## src/rtl/sseg_scan_decoder.sv

```systemverilog
// Rebuilds the eight hex digits and decimal points from the scanned anode/segment
// lines of the two 4-digit displays, with frame, glyph-error and stall status.
module sseg_scan_decoder #(
  parameter int SETTLE_CYCLES  = 16,
  parameter int TIMEOUT_CYCLES = 400000
) (
  input  logic        clk,
  input  logic        reset_n,
  input  logic [3:0]  D1_AN,
  input  logic [3:0]  D2_AN,
  input  logic [7:0]  D1_SEG,
  input  logic [7:0]  D2_SEG,
  output logic [31:0] hex_digits,
  output logic [7:0]  dpoints,
  output logic [7:0]  digit_valid,
  output logic [7:0]  pattern_err,
  output logic        frame_done,
  output logic        stalled
);

  localparam int SW = $clog2(SETTLE_CYCLES);
  localparam int IW = $clog2(TIMEOUT_CYCLES + 1);
  localparam logic [SW-1:0] SETTLE_LAST = SW'(SETTLE_CYCLES - 1);
  localparam logic [IW-1:0] IDLE_MAX    = IW'(TIMEOUT_CYCLES);
  localparam logic [IW-1:0] IDLE_LAST   = IW'(TIMEOUT_CYCLES - 1);

  // Line vector layout: {D1_AN, D2_AN, D1_SEG, D2_SEG}
  logic [23:0]   sync1_reg, v_reg, prev_reg;
  logic [SW-1:0] settle_reg;
  logic          captured_reg;
  logic          capture_fire;

  logic [31:0]   hex_reg, hex_next;
  logic [7:0]    dp_reg, dp_next;
  logic [7:0]    valid_reg, valid_next;
  logic [7:0]    err_reg, err_next;
  logic [3:0]    seen_reg, seen_next;
  logic [IW-1:0] idle_reg, idle_next;
  logic          frame_reg, frame_next;
  logic          stalled_reg, stalled_next;

  logic          an_ok;
  logic [1:0]    slot;
  logic [3:0]    slot_onehot;
  logic          qual_cap;

  logic [1:0]    dec_hit;
  logic [1:0]    dec_dp;
  logic [3:0]    dec_val [2];

  // Returns {hit, value}; hit is 0 for any pattern outside the hex glyph set.
  function automatic logic [4:0] glyph_decode(input logic [6:0] p);
    logic [4:0] r;
    r = 5'b0;
    case (p)
      7'h3F: r = {1'b1, 4'h0};
      7'h06: r = {1'b1, 4'h1};
      7'h5B: r = {1'b1, 4'h2};
      7'h4F: r = {1'b1, 4'h3};
      7'h66: r = {1'b1, 4'h4};
      7'h6D: r = {1'b1, 4'h5};
      7'h7D: r = {1'b1, 4'h6};
      7'h07: r = {1'b1, 4'h7};
      7'h7F: r = {1'b1, 4'h8};
      7'h6F: r = {1'b1, 4'h9};
      7'h77: r = {1'b1, 4'hA};
      7'h7C: r = {1'b1, 4'hB};
      7'h39: r = {1'b1, 4'hC};
      7'h5E: r = {1'b1, 4'hD};
      7'h79: r = {1'b1, 4'hE};
      7'h71: r = {1'b1, 4'hF};
      default: r = 5'b0;
    endcase
    return r;
  endfunction

  always_ff @(posedge clk or negedge reset_n) begin
    if (!reset_n) begin
      sync1_reg    <= '1;
      v_reg        <= '1;
      prev_reg     <= '1;
      settle_reg   <= '0;
      captured_reg <= 1'b0;
    end else begin
      sync1_reg <= {D1_AN, D2_AN, D1_SEG, D2_SEG};
      v_reg     <= sync1_reg;
      prev_reg  <= v_reg;
      if (v_reg != prev_reg) begin
        settle_reg   <= '0;
        captured_reg <= 1'b0;
      end else begin
        if (settle_reg != SETTLE_LAST) settle_reg <= settle_reg + 1'b1;
        if (capture_fire) captured_reg <= 1'b1;
      end
    end
  end

  // A changing vector on the capture cycle must not be sampled mid-transition.
  assign capture_fire = (v_reg == prev_reg) && (settle_reg == SETTLE_LAST) && !captured_reg;

  always_comb begin
    an_ok = 1'b0;
    slot  = 2'd0;
    if (v_reg[23:20] == v_reg[19:16]) begin
      case (v_reg[19:16])
        4'b1110: begin an_ok = 1'b1; slot = 2'd0; end
        4'b1101: begin an_ok = 1'b1; slot = 2'd1; end
        4'b1011: begin an_ok = 1'b1; slot = 2'd2; end
        4'b0111: begin an_ok = 1'b1; slot = 2'd3; end
        default: begin an_ok = 1'b0; slot = 2'd0; end
      endcase
    end
  end

  assign slot_onehot = 4'b0001 << slot;
  assign qual_cap    = capture_fire && an_ok;

  // Display index 0 is D2 (digits 0-3), index 1 is D1 (digits 4-7).
  for (genvar gi = 0; gi < 2; gi++) begin : g_disp
    logic [7:0] seg;
    logic [4:0] dec;
    assign seg         = v_reg[8*gi +: 8];
    assign dec         = glyph_decode(~seg[6:0]);
    assign dec_hit[gi] = dec[4];
    assign dec_val[gi] = dec[3:0];
    assign dec_dp[gi]  = ~seg[7];
  end

  always_comb begin
    hex_next     = hex_reg;
    dp_next      = dp_reg;
    valid_next   = valid_reg;
    err_next     = err_reg;
    seen_next    = seen_reg;
    idle_next    = idle_reg;
    frame_next   = 1'b0;
    stalled_next = stalled_reg;
    if (qual_cap) begin
      for (int d = 0; d < 2; d++) begin
        dp_next[{d[0], slot}] = dec_dp[d];
        if (dec_hit[d]) begin
          hex_next[{d[0], slot, 2'b00} +: 4] = dec_val[d];
          valid_next[{d[0], slot}]           = 1'b1;
          err_next[{d[0], slot}]             = 1'b0;
        end else begin
          valid_next[{d[0], slot}] = 1'b0;
          err_next[{d[0], slot}]   = 1'b1;
        end
      end
      if ((seen_reg | slot_onehot) == 4'hF) begin
        frame_next = 1'b1;
        seen_next  = 4'h0;
      end else begin
        seen_next = seen_reg | slot_onehot;
      end
      stalled_next = 1'b0;
      idle_next    = '0;
    end else if (idle_reg != IDLE_MAX) begin
      idle_next = idle_reg + 1'b1;
      // Stall drops validity but keeps the last digits visible for diagnosis.
      if (idle_reg == IDLE_LAST) begin
        stalled_next = 1'b1;
        valid_next   = 8'h00;
        seen_next    = 4'h0;
      end
    end
  end

  always_ff @(posedge clk or negedge reset_n) begin
    if (!reset_n) begin
      hex_reg     <= '0;
      dp_reg      <= '0;
      valid_reg   <= '0;
      err_reg     <= '0;
      seen_reg    <= '0;
      idle_reg    <= '0;
      frame_reg   <= 1'b0;
      stalled_reg <= 1'b0;
    end else begin
      hex_reg     <= hex_next;
      dp_reg      <= dp_next;
      valid_reg   <= valid_next;
      err_reg     <= err_next;
      seen_reg    <= seen_next;
      idle_reg    <= idle_next;
      frame_reg   <= frame_next;
      stalled_reg <= stalled_next;
    end
  end

  assign hex_digits  = hex_reg;
  assign dpoints     = dp_reg;
  assign digit_valid = valid_reg;
  assign pattern_err = err_reg;
  assign frame_done  = frame_reg;
  assign stalled     = stalled_reg;

endmodule

```

## config.mk

```make
export PLATFORM = sky130hd
export DESIGN_NAME = sseg_scan_decoder
export DESIGN_NICKNAME = d
export VERILOG_FILES = /design/src/rtl/sseg_scan_decoder.sv
export SDC_FILE = /design/constraint.sdc
export NUM_CORES = 1
export LEC_CHECK = 0
export CAP_MARGIN = 15
export CORE_MARGIN = 10
export CORE_UTILIZATION = 50
export CTS_BUF_LIST = sky130_fd_sc_hd__clkbuf_4 sky130_fd_sc_hd__clkbuf_8
export CTS_CLUSTER_DIAMETER = 150
export DETAILED_ROUTE_END_ITERATION = 16
export GPL_TIMING_DRIVEN = 0
export PLACE_DENSITY = 0.71
export SYNTH_ARGS = -nofsm -noshare
export SYNTH_HDL_FRONTEND = slang
export SYNTH_SLANG_ARGS = --single-unit
```

## constraint.sdc

```tcl
create_clock -name clk -period 8.6 [get_ports clk]
set_clock_uncertainty 0.1 [all_clocks]
set_input_delay 0.86 -clock clk [delete_from_list [all_inputs] [get_ports clk]]
set_output_delay 0.86 -clock clk [all_outputs]
set_load 0.05 [all_outputs]
```

==> After elaboration in Yosys (flattened, before gate mapping) <==
Index checks and enable logic that the tools add are counted.
{ "totals": {"register_bits": 158, "output_inout_bits": 58} }
{ "classes": {"addsub": 4, "shifts": 5, "n_mux": 41, "order_cmp": 4, "n_bitwise": 15, "eq_ne": 44, "reduce_logical": 12} }
{ "ops": {"columns": ["operator", "n"], "rows": [
  ["7-bit == test (second input constant)", 24],
  ["5-bit one-hot mux with 16 select lines", 2],
  ["32-bit two-way mux", 3],
  ["8-bit two-way mux", 9],
  ["32-bit bitwise mux", 2],
  ["4-bit by 7-bit variable shift with 32-bit output (first input constant)", 2],
  ["4-bit by 7-bit indexed part select with 32-bit output", 2],
  ["19-bit two-way mux", 2],
  ["8-bit AND", 4],
  ["7-bit by 3-bit == test with 1-bit output (second input constant)", 4],
  ["7-bit by 6-bit == test with 1-bit output (second input constant)", 4],
  ["24-bit == test", 1],
  ["4-bit two-way mux", 6],
  ["24-bit != test", 1],
  ["4-bit == test (second input constant)", 5],
  ["19-bit by 1-bit adder with 19-bit output (second input constant)", 1],
  ["19-bit == test (second input constant)", 1],
  ["19-bit != test (second input constant)", 1],
  ["8-bit bitwise mux", 2],
  ["8-bit by 4-bit bitwise OR with 8-bit output", 2],
  ["8-bit bitwise OR", 2],
  ["7-bit NOT", 2],
  ["1-bit two-way mux", 11],
  ["4-bit NOT with 8-bit output", 1],
  ["other kinds (22)", 31]
]} }

==> Longest topological paths before layout <==
{ "depth": {"ltp_word": 14, "ltp_mapped": 11, "ltp_nobuf": 10} }

==> Worst setup path after synthesis <==
Ideal clock, no wire load.
{ "synth_timing": {"path_type": "flip-flop to flip-flop", "from": "register v_reg[17]", "to": "register hex_reg[12], in the netlist hex_digits[12]", "n_path_buf": 2, "arrival_ns": 2.715, "stages_incl_launch_ff": 12, "required_ns": 8.420, "slack_ns": 5.706, "cell_sequence": "dfstp_2 clkbuf_1 xor2_1 nor4_2 nand3_2 ha_1 clkbuf_1 nor2b_1 nand2_1 o21ai_0 a21oi_1 a2bb2oi_1"} }
{ "synth_between": {"elab_chain_cells": 10, "word_cells_on_any_way": 25, "classes_between": "add/sub: 2; eq/ne: 6; shift: 4; mux: 9; reduce/logical: 4"} }
{ "synth_rtl": {"columns": ["item", "line_no", "rtl"], "rows": [
  ["from (decl)", "28", "logic [23:0] sync1_reg, v_reg, prev_reg;"],
  ["from (signal assigned)", "86", "v_reg <= sync1_reg;"],
  ["4-bit by 3-bit == test with 1-bit output or 4-bit == test (tied branches)", "105", "case (v_reg[19:16])"],
  ["2-bit one-hot mux with 3 select lines", "105", null],
  ["2-bit two-way mux", "104", "if (v_reg[23:20] == v_reg[19:16]) begin"],
  ["4-bit negator with 7-bit output", "142", "hex_next[{d[0], slot, 2'b00} +: 4] = dec_val[d];"],
  ["4-bit by 7-bit indexed part select with 32-bit output or 4-bit by 7-bit variable shift with 32-bit output (tied branches)", "142", null],
  ["32-bit bitwise mux", "142", null],
  ["32-bit two-way mux", "141", "if (dec_hit[d]) begin"],
  ["32-bit two-way mux", "138", "if (qual_cap) begin"],
  ["32-bit bitwise mux", "142", null],
  ["32-bit two-way mux", "141", null],
  ["to (signal assigned)", "180", "hex_reg <= hex_next;"],
  ["to (decl)", "33", "logic [31:0] hex_reg, hex_next;"]
]} }
Parallel ways exist; a longest one is shown, timed or not. The select of a mux whose other input is x is not followed.
A chain may end at the register's enable or synchronous reset.

==> Final worst setup path <==
Ends and elaborated chain as after synthesis.

==> metrics.cfg <==
[run_status]
outcome=finished clean

[clock_network]
clock_sinks=158
cts_max_level=4
cts_tree=done
hold_buffers=0
cts_buffers=17
cts.clk_slew.worst_paths_ns=0.09
ctsResizeCount=0
clock_latency_ns=0.46
cts_buffer_depth=2
cts_root_buf=clkbuf_8
cts_setup_buffers=0

[global_route]
grt_max_degree=93
grtUsageTotal_pct=16.7
antenna_found_initial=0
grtUsageMet1_pct=21.2
grt_pass1_vias=5215
grt.overflow.total=0
gr-usage-met2_pct=26.2
grt_first_pass_wirelength_um=26500
top_usage_layer=met2
use_met3_pct=4.59

[timing]
rsz0062_at_grt=false
setup_viol=0
tightest_slew_ns=0.949
finalSetupTns_ns=0
timing.fmax_mhz=279
slew_headroom_pct=36.3
hold_viol=0
fin_crit_ns=3.58
hold_slack_ns=0.253
post-route-period-util_pct=41.7
drv_slew=0

[detailed_routing]
drt_wl_total_um=16100
drcViolationCount=0
ant_nets=0
wl_per_cell_um=17.6
viasPerCell=5.64
firstDrtPassIters=5
drt_iter0_drc=392
vias=5177

[power]
power_density_nw_per_um2=167
p_total_uw=1430
leakagePower_uw=0.00357
ir_drop_uv=161

[finish]
fill_cells=1117
most-common-layout-cells=dfrtp_1 (86), clkdlybuf4s50_1 (82), dfstp_2 (72)
largest_reg_flops=32
final_common_cell=dfrtp_1
antenna_cells=0
area_growth_syn_to_layout_pct=21.1
nNetsFinal=758
layout-drive-gt1-share_pct=22.4

[worst_setup_path]
cp.required_ns=8.88
arrival_ns=3.87
crit_type=flip-flop to flip-flop
path_max_fanout=11
slowest_stage=dfstp_2
cp_common_cell=clkbuf_1
worstSetupStartpointType=flip-flop
crit_chain=clkbuf_1 -> xor2_1 -> nor4_2 -> nand3_2 -> ha_1 -> clkbuf_1 -> nor2b_1 -> nand2_1 -> o21ai_0 -> a21oi_1 -> a2bb2oi_1
cpPeakStageDelay_ns=0.54
critPathCaptureType=flip-flop

[floorplan]
pin_count=84
rows=43
die_w_um=139
core-area_um2=13900
die_area_um2=19300
start_util_pct=50.9
die_h_um=139

[synth]
postSynthCellCount=621
ys_ff_latch=158
syn_nets=654
synth_cell_type_count=75
synth_flop_cell=dfrtp_1
seq_area_frac_synth_pct=57.2
syn_area_per_cell_um2=11.4
yosysWarnings=0
async_reset_ff_share_pct=100
synth_area_um2=7060
synth_edf_count=0

[placed_design]
gp_congestion=0.888
dp_hpwl_um=11800
port_buffers=83

[min_path]
hold_path_class=flip-flop to flip-flop

[flow_run]
maxCapViolCount=0

worst paths after layout:
path | startpoint | cells after the start | slack (ns) | end
min in group asynchronous | reset_n | 1 | 0.28 | dpoints[5]$_DFFE_PN0P_
setup / recovery | v_reg[17]$_DFF_PN1_ | 11 | 5.02 | hex_digits[12]$_DFFE_PN0P_
max in group asynchronous | reset_n | 2 | 7.25 | prev_reg[6]$_DFF_PN1_
hold reg to reg | sync1_reg[16]$_DFF_PN1_ | 0 | 0.25 | v_reg[16]$_DFF_PN1_
hold / removal | sync1_reg[16]$_DFF_PN1_ | 0 | 0.25 | v_reg[16]$_DFF_PN1_
setup reg to reg | v_reg[17]$_DFF_PN1_ | 11 | 5.02 | hex_digits[12]$_DFFE_PN0P_
power breakdown:
part           internal [uW]  leakage (uW)  switching (uW)
combinational           38.7       0.00141            55.3
sequential               774       0.00194            11.6
clock                    267      0.000207             285
cells in the mapped netlist (3+ instances only):
| cell type | count | area, um^2 |
|---|---|---|
| inv_1 | 7 | 26.3 |
| o32a_1 | 3 | 30.0 |
| a31oi_1 | 7 | 43.8 |
| a211oi_1 | 5 | 37.5 |
| ha_1 | 7 | 87.6 |
| buf_6 | 6 | 67.6 |
| dfrtp_1 | 86 | 2150 |
| nand3_2 | 4 | 40.0 |
| xnor2_1 | 23 | 201 |
| buf_4 | 6 | 45.0 |
| o221ai_1 | 3 | 26.3 |
| nand4_1 | 16 | 100 |
| o221a_2 | 3 | 33.8 |
| buf_2 | 14 | 70.1 |
| o22ai_1 | 4 | 25.0 |
| mux2_2 | 5 | 56.3 |
| a21o_1 | 7 | 52.6 |
| nand3b_1 | 4 | 30.0 |
| nand2b_1 | 8 | 50.1 |
| dfstp_2 | 72 | 1890 |
| nand2_1 | 41 | 154 |
| o2bb2ai_1 | 7 | 61.3 |
| and3_1 | 7 | 43.8 |
| o21ai_0 | 37 | 185 |
| nor2_1 | 63 | 236 |
| nor4b_1 | 3 | 26.3 |
| nor4_1 | 7 | 43.8 |
| nor2_2 | 3 | 18.8 |
| clkbuf_1 | 8 | 30.0 |
| nor2b_1 | 4 | 25.0 |
| and2_1 | 5 | 31.3 |
| xor2_1 | 28 | 245 |
| a21oi_1 | 12 | 60.1 |
| o21ai_1 | 12 | 60.1 |
| nor3_1 | 15 | 75.1 |
| mux2_1 | 6 | 67.6 |
| nand3_1 | 18 | 90.1 |
| a22o_1 | 7 | 61.3 |
metrics by stage:
stage	worst slack, ns	instances	utilization (%)	cell area, um^2
floorplan	5.71	621	-	7060
global placement	0.701	884	58.5	8120
detailed placement	5.13	885	58.7	8150
CTS	5.06	917	61.6	8550
global route	4.70	918	61.6	8560
finish	5.02	918	61.6	8560
routing by layer:
layer | share of wire [%] | wire length, um
met4 | 2.0 | 326
met3 | 6.6 | 1070
met5 | 0 | 0
met1 | 44 | 7060
met2 | 48 | 7690
cell families (layout without fill, tap and decap cells):
logic type,Yosys count,in the layout,share of synthesized area (%)
AND/OR/NAND/NOR,219,219,16.6
flip-flops,158,158,57.2
AO/OA/AOI/OAI,132,132,13.1
XOR/XNOR,51,51,6.32
buffers and inverters,41,158,3.38
multiplexers,13,13,2.04
adder cells (fa/ha/maj),7,7,1.24
final cells by class:
type / count / area (um^2) / share of cell area (%)
well taps: 180 / 225 / 2.63
plain buffers: 34 / 213 / 2.49
repair buffers: 85 / 867 / 10.1
clock inverters: 14 / 158 / 1.84
inverters: 7 / 26.3 / 0.307
multi-input cells: 422 / 2780 / 32.5
clock buffers: 18 / 241 / 2.82
flip-flops and latches: 158 / 4040 / 47.3
critical path, delay by kind of cell, from the launching register on:
kind	cells	cell delay, ns
adder cells (fa/ha/maj)	1	0.35
AND/OR/NAND/NOR	4	1.27
buffers and inverters	2	0.56
AO/OA/AOI/OAI	3	0.53
flip-flops	1	0.54
XOR/XNOR	1	0.15
No activity file was read; power rests on OpenSTA's default activity.
